<file path="src/rtl/axi_lite_mc_arbiter.sv">
// Round-robin arbiter funnelling N clients' single-beat read and write requests onto one
// AXI-Lite master command port; the read and write paths are independent IDLE/ISSUE/WAIT/DONE FSMs.
module axi_lite_mc_arbiter #(
    parameter int ADDR_WIDTH  = 32,
    parameter int DATA_WIDTH  = 32,
    parameter int NUM_CLIENTS = 2
) (
    input  logic                              ACLK,
    input  logic                              ARESETn,
    input  logic [NUM_CLIENTS-1:0]            C_WREQ,
    input  logic [NUM_CLIENTS*ADDR_WIDTH-1:0] C_WADDR,
    input  logic [NUM_CLIENTS*DATA_WIDTH-1:0] C_WDATA,
    output logic [NUM_CLIENTS-1:0]            C_WDONE,
    output logic [NUM_CLIENTS-1:0]            C_WERR,
    input  logic [NUM_CLIENTS-1:0]            C_RREQ,
    input  logic [NUM_CLIENTS*ADDR_WIDTH-1:0] C_RADDR,
    output logic [DATA_WIDTH-1:0]             C_RDATA,
    output logic [NUM_CLIENTS-1:0]            C_RDONE,
    output logic [NUM_CLIENTS-1:0]            C_RERR,
    output logic                              MC_WREQ,
    output logic [ADDR_WIDTH-1:0]             MC_WADDR,
    output logic [DATA_WIDTH-1:0]             MC_WDATA,
    input  logic                              MC_BACK,
    input  logic                              MC_WERROR,
    output logic                              MC_RREQ,
    output logic [ADDR_WIDTH-1:0]             MC_RADDR,
    input  logic                              MC_RACK,
    input  logic [DATA_WIDTH-1:0]             MC_RDATA,
    input  logic                              MC_RERROR
);

    localparam int IW = (NUM_CLIENTS > 1) ? $clog2(NUM_CLIENTS) : 1;
    // Last-grant reset value: makes client 0 the first candidate after reset.
    localparam logic [IW-1:0] LAST_RST = IW'(NUM_CLIENTS - 1);

    typedef enum logic [1:0] {ST_IDLE, ST_ISSUE, ST_WAIT, ST_DONE} state_t;

    function automatic logic [IW-1:0] rr_pick(input logic [NUM_CLIENTS-1:0] req,
                                              input logic [IW-1:0]          last);
        logic [IW-1:0] pick;
        logic [IW-1:0] idx;
        pick = last;
        // Walk from farthest to nearest so the closest requester after 'last' wins.
        for (int k = NUM_CLIENTS; k >= 1; k--) begin
            idx = IW'((int'(last) + k) % NUM_CLIENTS);
            if (req[idx]) pick = idx;
        end
        return pick;
    endfunction

    function automatic logic [NUM_CLIENTS-1:0] onehot(input logic [IW-1:0] g);
        logic [NUM_CLIENTS-1:0] oh;
        oh    = '0;
        oh[g] = 1'b1;
        return oh;
    endfunction

    // ---------------- write path ----------------
    state_t                wr_state, wr_next;
    logic [IW-1:0]         wr_gnt;
    logic [IW-1:0]         wr_pick;
    logic [ADDR_WIDTH-1:0] wr_addr_q;
    logic [DATA_WIDTH-1:0] wr_data_q;
    logic                  wr_err_q;

    assign wr_pick  = rr_pick(C_WREQ, wr_gnt);
    assign MC_WADDR = wr_addr_q;
    assign MC_WDATA = wr_data_q;

    always_ff @(posedge ACLK or negedge ARESETn) begin
        if (!ARESETn) wr_state <= ST_IDLE;
        else          wr_state <= wr_next;
    end

    always_comb begin
        wr_next = wr_state;
        MC_WREQ = 1'b0;
        C_WDONE = '0;
        C_WERR  = '0;
        case (wr_state)
            ST_IDLE:  if (|C_WREQ) wr_next = ST_ISSUE;
            ST_ISSUE: begin
                MC_WREQ = 1'b1;
                wr_next = ST_WAIT;
            end
            ST_WAIT:  if (MC_BACK) wr_next = ST_DONE;
            ST_DONE: begin
                C_WDONE = onehot(wr_gnt);
                C_WERR  = onehot(wr_gnt) & {NUM_CLIENTS{wr_err_q}};
                wr_next = ST_IDLE;
            end
            default:  wr_next = ST_IDLE;
        endcase
    end

    // The grant register doubles as the round-robin pointer.
    always_ff @(posedge ACLK or negedge ARESETn) begin
        if (!ARESETn) begin
            wr_gnt    <= LAST_RST;
            wr_addr_q <= '0;
            wr_data_q <= '0;
            wr_err_q  <= 1'b0;
        end else begin
            if (wr_state == ST_IDLE && |C_WREQ) begin
                wr_gnt    <= wr_pick;
                wr_addr_q <= C_WADDR[int'(wr_pick)*ADDR_WIDTH +: ADDR_WIDTH];
                wr_data_q <= C_WDATA[int'(wr_pick)*DATA_WIDTH +: DATA_WIDTH];
            end
            if (wr_state == ST_WAIT && MC_BACK) wr_err_q <= MC_WERROR;
        end
    end

    // ---------------- read path ----------------
    state_t                rd_state, rd_next;
    logic [IW-1:0]         rd_gnt;
    logic [IW-1:0]         rd_pick;
    logic [ADDR_WIDTH-1:0] rd_addr_q;
    logic [DATA_WIDTH-1:0] rd_data_q;
    logic                  rd_err_q;

    assign rd_pick  = rr_pick(C_RREQ, rd_gnt);
    assign MC_RADDR = rd_addr_q;
    assign C_RDATA  = rd_data_q;

    always_ff @(posedge ACLK or negedge ARESETn) begin
        if (!ARESETn) rd_state <= ST_IDLE;
        else          rd_state <= rd_next;
    end

    always_comb begin
        rd_next = rd_state;
        MC_RREQ = 1'b0;
        C_RDONE = '0;
        C_RERR  = '0;
        case (rd_state)
            ST_IDLE:  if (|C_RREQ) rd_next = ST_ISSUE;
            ST_ISSUE: begin
                MC_RREQ = 1'b1;
                rd_next = ST_WAIT;
            end
            ST_WAIT:  if (MC_RACK) rd_next = ST_DONE;
            ST_DONE: begin
                C_RDONE = onehot(rd_gnt);
                C_RERR  = onehot(rd_gnt) & {NUM_CLIENTS{rd_err_q}};
                rd_next = ST_IDLE;
            end
            default:  rd_next = ST_IDLE;
        endcase
    end

    // Read data is only overwritten by a completion, so C_RDATA stays valid between reads.
    always_ff @(posedge ACLK or negedge ARESETn) begin
        if (!ARESETn) begin
            rd_gnt    <= LAST_RST;
            rd_addr_q <= '0;
            rd_data_q <= '0;
            rd_err_q  <= 1'b0;
        end else begin
            if (rd_state == ST_IDLE && |C_RREQ) begin
                rd_gnt    <= rd_pick;
                rd_addr_q <= C_RADDR[int'(rd_pick)*ADDR_WIDTH +: ADDR_WIDTH];
            end
            if (rd_state == ST_WAIT && MC_RACK) begin
                rd_data_q <= MC_RDATA;
                rd_err_q  <= MC_RERROR;
            end
        end
    end

endmodule

</file>
<file path="config.mk">
export PLATFORM = sky130hd
export DESIGN_NAME = axi_lite_mc_arbiter
export DESIGN_NICKNAME = d
export VERILOG_FILES = /design/src/rtl/axi_lite_mc_arbiter.sv
export SDC_FILE = /design/constraint.sdc
export NUM_CORES = 1
export LEC_CHECK = 0
export BUFFER_PORTS_ARGS = -buffer_cell sky130_fd_sc_hd__buf_2
export CORE_AREA = 8 8 140 142
export DETAILED_ROUTE_END_ITERATION = 10
export DIE_AREA = 0 0 148 150
export GPL_ROUTABILITY_DRIVEN = 0
export PLACE_DENSITY = 0.76
export SLEW_MARGIN = 15
export SYNTH_ARGS = -nofsm -noshare
export SYNTH_HDL_FRONTEND = slang
export SYNTH_SLANG_ARGS = --single-unit
</file>
<file path="constraint.sdc">
create_clock -name ACLK -period 3.8 [get_ports ACLK]
set_clock_uncertainty 0.05 [all_clocks]
set_input_delay 0.76 -clock ACLK [delete_from_list [all_inputs] [get_ports ACLK]]
set_output_delay 0.76 -clock ACLK [all_outputs]
set_load 0.01 [all_outputs]
</file>
==> results.md, run 1 <==
* Status: complete, no violations
* Number of port buffers at roughly 370
* Vias after detailed routing at between 6,000 and 7,000
* Area Overhead vs Synth at 40.02%
* Vias per cell at 5.106
* Clock-pin slew on the worst setup and hold paths at 0.07 ns
* Initial antenna violation count at 0
* CP required at 2.99 ns
* Clock share of power at 0.220
* Avg Cell Area, Syn at between 9 and 10 um^2
* Crit end category: output pin
* Leakage at 4.294 nW
* Worst-path fanout max at 5
* Sw frac at 0.4032
* Clk buf depth at 2
* Met3 wire length at between 2000 and 2500 um
* Largest net degree at the start of global routing at between 70 and 80
* Min-delay worst type: input pin to asynchronous set/reset pin
* Chip width at between 100 and 150 um
* Initial DRC Count at 267
* Highest routed layer: met4
* Ys Warns at 0
* Hold Buf Count CTS at 0
* First-pass GRT wire length at around 35,000 um
* Yosys reg bits at between 100 and 150
* Core Region at 17,530 um^2
* Gate Count Post-Synth at 670
* # resized after CTS at 0
* RSZ-0062 raised after global routing: no
* Final Critical Period at around 2.3 ns
* Setup tns final at 0 ns
* Syn_nets at between 900 and 1,000
* H-tree depth at 4
* Slew headroom at 0.3712
* Tcrit/Tclk final at 0.5925
* DR DRC count at 0
* Worst-Skew Late Latency at 0.41 ns
* Sw power at 3.134 mW
* Seq pwr share at 0.339
* Final wirelength at around 22,000 um
* Boundary Pins at 372
* Total global routing overflow at 0
* Maximum VDD drop at around 670 uV
* CP Launch Type: register
* Seq/Total Area, Yosys at 0.5314
* Final hold violation count at 0
* Max Clk Rate at around 0.44 GHz
* Critical path class: register to output pin
* Row cnt at slightly below 50
* Final Max Tran Viols at 0
* Fraction of layout cells with a size suffix above 1 at 0.4515
* Post-Syn Area at 6409 um^2
* CTS tree: built
* Die area at 22,200 um^2
* Part of the power in combinational logic at 0.441
* Clk sinks at 136
* Worst hold slack at 0.3050 ns
* Pwr/cell area at just under 900 nW/um^2
* CTS Root Cell: clkbuf_16
* Distinct cell type count after synthesis at 23
* Post-CTS Setup Bufs at 0
* Final HPWL DP at about 17,000 um
* GRT Resource Usage Total at 0.1943
* Drt first pass iters at 4
* Most frequent cells in the layout: buf_2, dfrtp_1, nor2_1
* WL met1 at 8529 um
* Worst-margin pin slew at between 0.9 and 1 ns
* Commonest non-fill, non-tap cell in the layout: buf_2
* Remaining antenna violation count at 0
* Wire length on met2 at 11,410 um
* P_int at approximately 4.6 mW
* Vias in the first global route at 6,434
* Number of max-cap violations at 0
* Die span in y at roughly 150 um
* CTS buffer count at 17
* Final setup vio count at 0
* N_diodes at 0
* Final #Nets at roughly 1,300
* Routed len/inst at roughly 18 um
* Crit path DAT at between 1 and 1.5 ns
* Initial Util at 0.3655
[final timing paths]
| check | endpoint | from | depth (start not counted) | slack [ns] |
|---|---|---|---|---|
| max in group asynchronous | MC_WDATA[4] | ARESETn | 2 | 2.52 |
| max reg2reg | MC_WADDR[22] | wr_gnt | 4 | 1.68 |
| max | C_RERR[0] | rd_state[0] | 4 | 1.55 |
| min in group ACLK | C_RDATA[13] | C_RDATA[13] | 1 | 0.45 |
| min | C_RDATA[5] | ARESETn | 1 | 0.30 |
| min reg2reg | C_RDATA[13] | C_RDATA[13] | 1 | 0.45 |
[state kept, by name, indices dropped and copies added, names as in the netlist]
| register | count |
|---|---|
| C_RDATA | 32 |
| MC_RADDR | 32 |
| MC_WADDR | 32 |
| MC_WDATA | 32 |
| rd_state | 2 |
| wr_state | 2 |
| rd_err_q | 1 |
| rd_gnt | 1 |
| wr_err_q | 1 |
| wr_gnt | 1 |
[synthesized netlist by cell type (all sizes together)]
cell type | count | area, um^2
nand3 | 96 | 480.5
dfrtp | 134 | 3353
ha | 10 | 125.1
clkbuf | 25 | 103.9
nor2b | 7 | 43.79
o21ai | 96 | 480.5
mux2 | 36 | 405.4
and2b | 1 | 7.510
and3 | 2 | 12.51
o21a | 2 | 15.01
nor2 | 102 | 382.9
o22a | 2 | 17.52
nand2 | 4 | 15.01
a21oi | 2 | 10.01
a31oi | 98 | 613.1
inv | 4 | 15.01
nand2b | 4 | 25.02
dfstp | 2 | 52.55
buf | 41 | 237.7
and2 | 2 | 12.51
[final cells by class]
| cell class | count | area [um^2] |
|---|---|---|
| clock inverters | 15 | 178.9 |
| well taps | 229 | 286.5 |
| clock buffers | 17 | 425.4 |
| multi-input cells | 464 | 2681 |
| fillers | 1649 | 8561 |
| flip-flops and latches | 136 | 3406 |
| repair buffers | 385 | 1981 |
| inverters | 4 | 15.01 |
[power groups by stage]
stage / Clock [mW] / Sequential [mW] / Combinational, mW
5_1_grt: 1.81 / 2.73 / 3.78
2_1_floorplan: 0 / 2.94 / 1.80
3_3_place_gp: 0 / 2.61 / 3.40
3_5_place_dp: 0 / 2.65 / 3.47
4_1_cts: 1.75 / 2.64 / 3.47
6_report: 1.71 / 2.63 / 3.43
[kinds of logic (layout without fill, tap and decap cells)]
logic type	Yosys count	after routing	share of synthesized area
mux	36	36	0.06326
buf+inv	70	421	0.05564
simple gates	218	218	0.1529
fa+ha+maj	10	10	0.01952
flops	136	136	0.5314
compound gates	200	200	0.1773
[layer usage]
layer / up-vias / GRT usage
li1: 3081 / -
met1: 2996 / 0.2234
met4: 0 / 0.04742
met5: - / 0
met2: 292 / 0.3331
met3: 13 / 0.07620
[critical path: stages (launching register included)]
cell	delay, ns
dfrtp_1	0.43
ha_1	0.20
nand2_1	0.07
nor2_1	0.16
buf_2	0.17
[metrics by stage]
step	instances	total power [mW]	worst slack (ns)	utilization	cell area, um^2
after floorplan	670	4.745	2.166	-	6409
after global placement	1218	6.001	1.344	0.4770	8363
after detailed placement	1218	6.120	1.300	0.4770	8363
after CTS	1250	7.862	1.524	0.5114	8967
after global routing	1250	8.321	1.470	0.5118	8974
final	1250	7.771	1.549	0.5118	8974
Note: power is estimated with default switching activity, not from simulation.
==> run 2, diff against run 1 <==
Settings changed: ABC_AREA from default to 1, PLACE_DENSITY 0.76 to 0.82.
Clock period 3.8 ns to 2.3 ns, I/O delays scaled along.
==> results.md, run 2 <==
* Status: complete, no violations
* DR DRC count at 0 (unchanged)
* Top-count cell post-synth: nand2_1
* Slew headroom at 0.5638 (+0.1926)
* Yosys reg bits at 136 (unchanged)
* Final setup vio count at 0 (unchanged)
* Initial antenna violation count at 2 (+2)
* CP Launch Type: register
* Total power at 12.98 mW (+67%)
* Final hold violation count at 0 (unchanged)
* Distinct cell type count after synthesis at 19 (-17%)
* Critical path class: register to output pin
* Fin area at 9983 um^2 (+11%)
* Drt first pass iters at 7 (+3)
* Vias in the first global route at 7,982 (+24%)
* Final #Nets at 1,541 (+23%)
* Sw power at 5.536 mW (+77%)
* Boundary Pins at 372 (unchanged)
* # fillers at 1,605 (-2.7%)
* Ys Warns at 0 (unchanged)
* R2r startpoint: wr_gnt
* Crit path DAT at 1.52 ns (+0.08 ns)
* Gr busiest metal: met2
* Seq/Total Area, Yosys at 0.4609 (-0.07055)
* Largest area contributor in the netlist: dfrtp_1
* Avg Cell Area, Syn at 7.738 um^2 (-19%)
* Maximum VDD drop at 644.1 uV (-3.3%)
* CP required at 1.79 ns (-1.20 ns)
* Row cnt at 49 (unchanged)
* Sw frac at 0.4265 (+0.02326)
* Placed inst area at 9369 um^2 (+12%)
* Number of port buffers at 371 (unchanged)
* Fraction of layout cells with a size suffix above 1 at 0.3336 (-0.1179)
* Largest net degree at the start of global routing at 65 (-11%)
* Clock-pin slew on the worst setup and hold paths at 0.06 ns (about the same)
* GRT met1 Usage at 0.2702 (+0.04681)
* Final Util at 0.5694 (+0.05759)
* Gate Count Post-Synth at 955 (+43%)
* Remaining antenna violation count at 0 (unchanged)
* Pwr/cell area at 1300 nW/um^2 (+50%)
* Most frequent cells in the layout: buf_2, nand2_1, nand3_1
* Part of the power in combinational logic at 0.456 (+0.015)
* Number of max-cap violations at 0 (unchanged)
* Setup WS pre-CTS at 0.5424 ns (-0.7572 ns)
* Seq pwr share at 0.330 (-0.009)
* Post-CTS Setup Bufs at 0 (unchanged)
* Final wirelength at 25,780 um (+15%)
* Min-delay worst type: input pin to register
* Worst-margin pin slew at 0.6520 ns (-0.2913 ns)
* Max Clk Rate at slightly below 0.5 GHz
* Post-synth ARST share at 1.000 (unchanged)
* Clk sinks at 136 (unchanged)
* Leakage at 5.931 nW (+38%)
* RSZ-0062 raised after global routing: no
* Crit end category: output pin
* Share of the synthesized area in the top cell type at 0.4538 (-0.06946)
* H-tree depth at 4 (unchanged)
* Core Region at 17,530 um^2 (unchanged)
* M2 GR Usage at 0.3687 (+0.03562)
* Final setup margin at 0.2714 ns (-1.277 ns)
* Met3 usage at 0.05927 (-0.01693)
* Synth top area cells: dfrtp_1, nand3_1, nand2_1
* Clk buf depth at 2 (unchanged)
* # resized after CTS at 0 (unchanged)
* Clock share of power at 0.215 (-0.005)
* Final HPWL DP at 18,860 um (+11%)
* Area Overhead vs Synth at 35.10%
* Initial Util at 0.4214 (+0.05594)
* First-pass GRT wire length at 40,390 um (+17%)
* Die area at 22,200 um^2 (unchanged)
* Chip width at 148 um (unchanged)
* Setup tns final at 0 ns (unchanged)
* EDFF count, synth at 0 (unchanged)
* CTS Root Cell: clkbuf_16
* Initial DRC Count at 601 (+130%)
* Final Critical Period at between 2 and 2.5 ns
* Worst-Skew Late Latency at 0.41 ns (about the same)
* Post-Syn Area at 7390 um^2 (+15%)
* Total global routing overflow at 0 (unchanged)
* Critical hold path startpoint: MC_RDATA[26]
* Hold Buf Count CTS at 1 (+1)
* Syn_nets at 1,199 (+31%)
* Post-synth top cells: nand2_1, nand3_1, dfrtp_1
* Vias per cell at 5.080 (-0.49%)
* Commonest non-fill, non-tap cell in the layout: buf_2
* GRT Resource Usage Total at 0.2251 (+0.03086)
* Die span in y at 150 um (unchanged)
* CP Launch Point: wr_gnt
* Final Max Tran Viols at 0 (unchanged)
* Vias after detailed routing at 7,829 (+23%)
* CTS buffer count at 17 (unchanged)
* Ys flop type: dfrtp_1
* Routed len/inst at 16.73 um (-6.9%)
* CTS tree: built
* Tcrit/Tclk final at 0.8820
* P_int at 7.443 mW (+61%)
* Worst-path fanout max at 7 (+2)
-- run 2: cell families after synthesis --
kind of cell / count (synthesis) / share of synthesized area
buffers and inverters: 187 / 0.1134
DFF: 136 / 0.4609
and+or+nand+nor: 614 / 0.4013
AOI/OAI and AO/OA: 8 / 0.007451
adders and majority gates: 10 / 0.01693
-- run 2: layout make-up --
class | instances | area (um^2) | share of cell area
Sequential cell | 136 | 3406 | 0.3411
Multi-Input combinational cell | 632 | 3158 | 0.3163
Timing Repair Buffer | 392 | 2086 | 0.2089
Inverter | 118 | 442.9 | 0.04437
Clock buffer | 18 | 439.2 | 0.04399
Tap cell | 229 | 286.5 | 0.02870
Clock inverter | 14 | 160.2 | 0.01604
Antenna cell | 2 | 5.005 | 0.0005013
-- run 2: power by group through the flow --
stage | combinational (mW) | clock, mW | sequential [mW]
floorplan | 3.15 | 0 | 4.72
global placement | 5.78 | 0 | 4.25
global route | 6.60 | 2.94 | 4.42
finish | 5.91 | 2.79 | 4.28
detailed placement | 5.94 | 0 | 4.27
CTS | 5.96 | 2.84 | 4.26
-- run 2: critical path, cell delays in order (launching register included) --
cell and delay [ns]:
dfstp_2 0.61, inv_2 0.08, nor3_1 0.24, buf_2 0.18
-- run 2: metal layers --
metal	up-vias	part of all wire
li1	3733	-
met1	3616	0.39
met2	410	0.50
met3	70	0.080
met4	0	0.035
met5	-	0
-- run 2: worst paths after layout --
check | end | slack, ns | depth (start not counted)
setup reg to reg | MC_WADDR[0] | 0.50 | 6
min in group asynchronous | MC_WDATA[5] | 0.39 | 2
hold reg to reg | C_RDATA[10] | 0.42 | 2
setup / recovery | C_WERR[1] | 0.27 | 3
hold / removal | C_RDATA[26] | 0.22 | 3
max in group asynchronous | rd_gnt | 1.15 | 3
-- run 2: per-stage QoR --
step	instances	hold WS, ns
after floorplan	955	0.1144
after global placement	1506	0.2507
after detailed placement	1506	0.2514
after CTS	1539	0.2067
after global routing	1541	0.2117
final	1541	0.2242
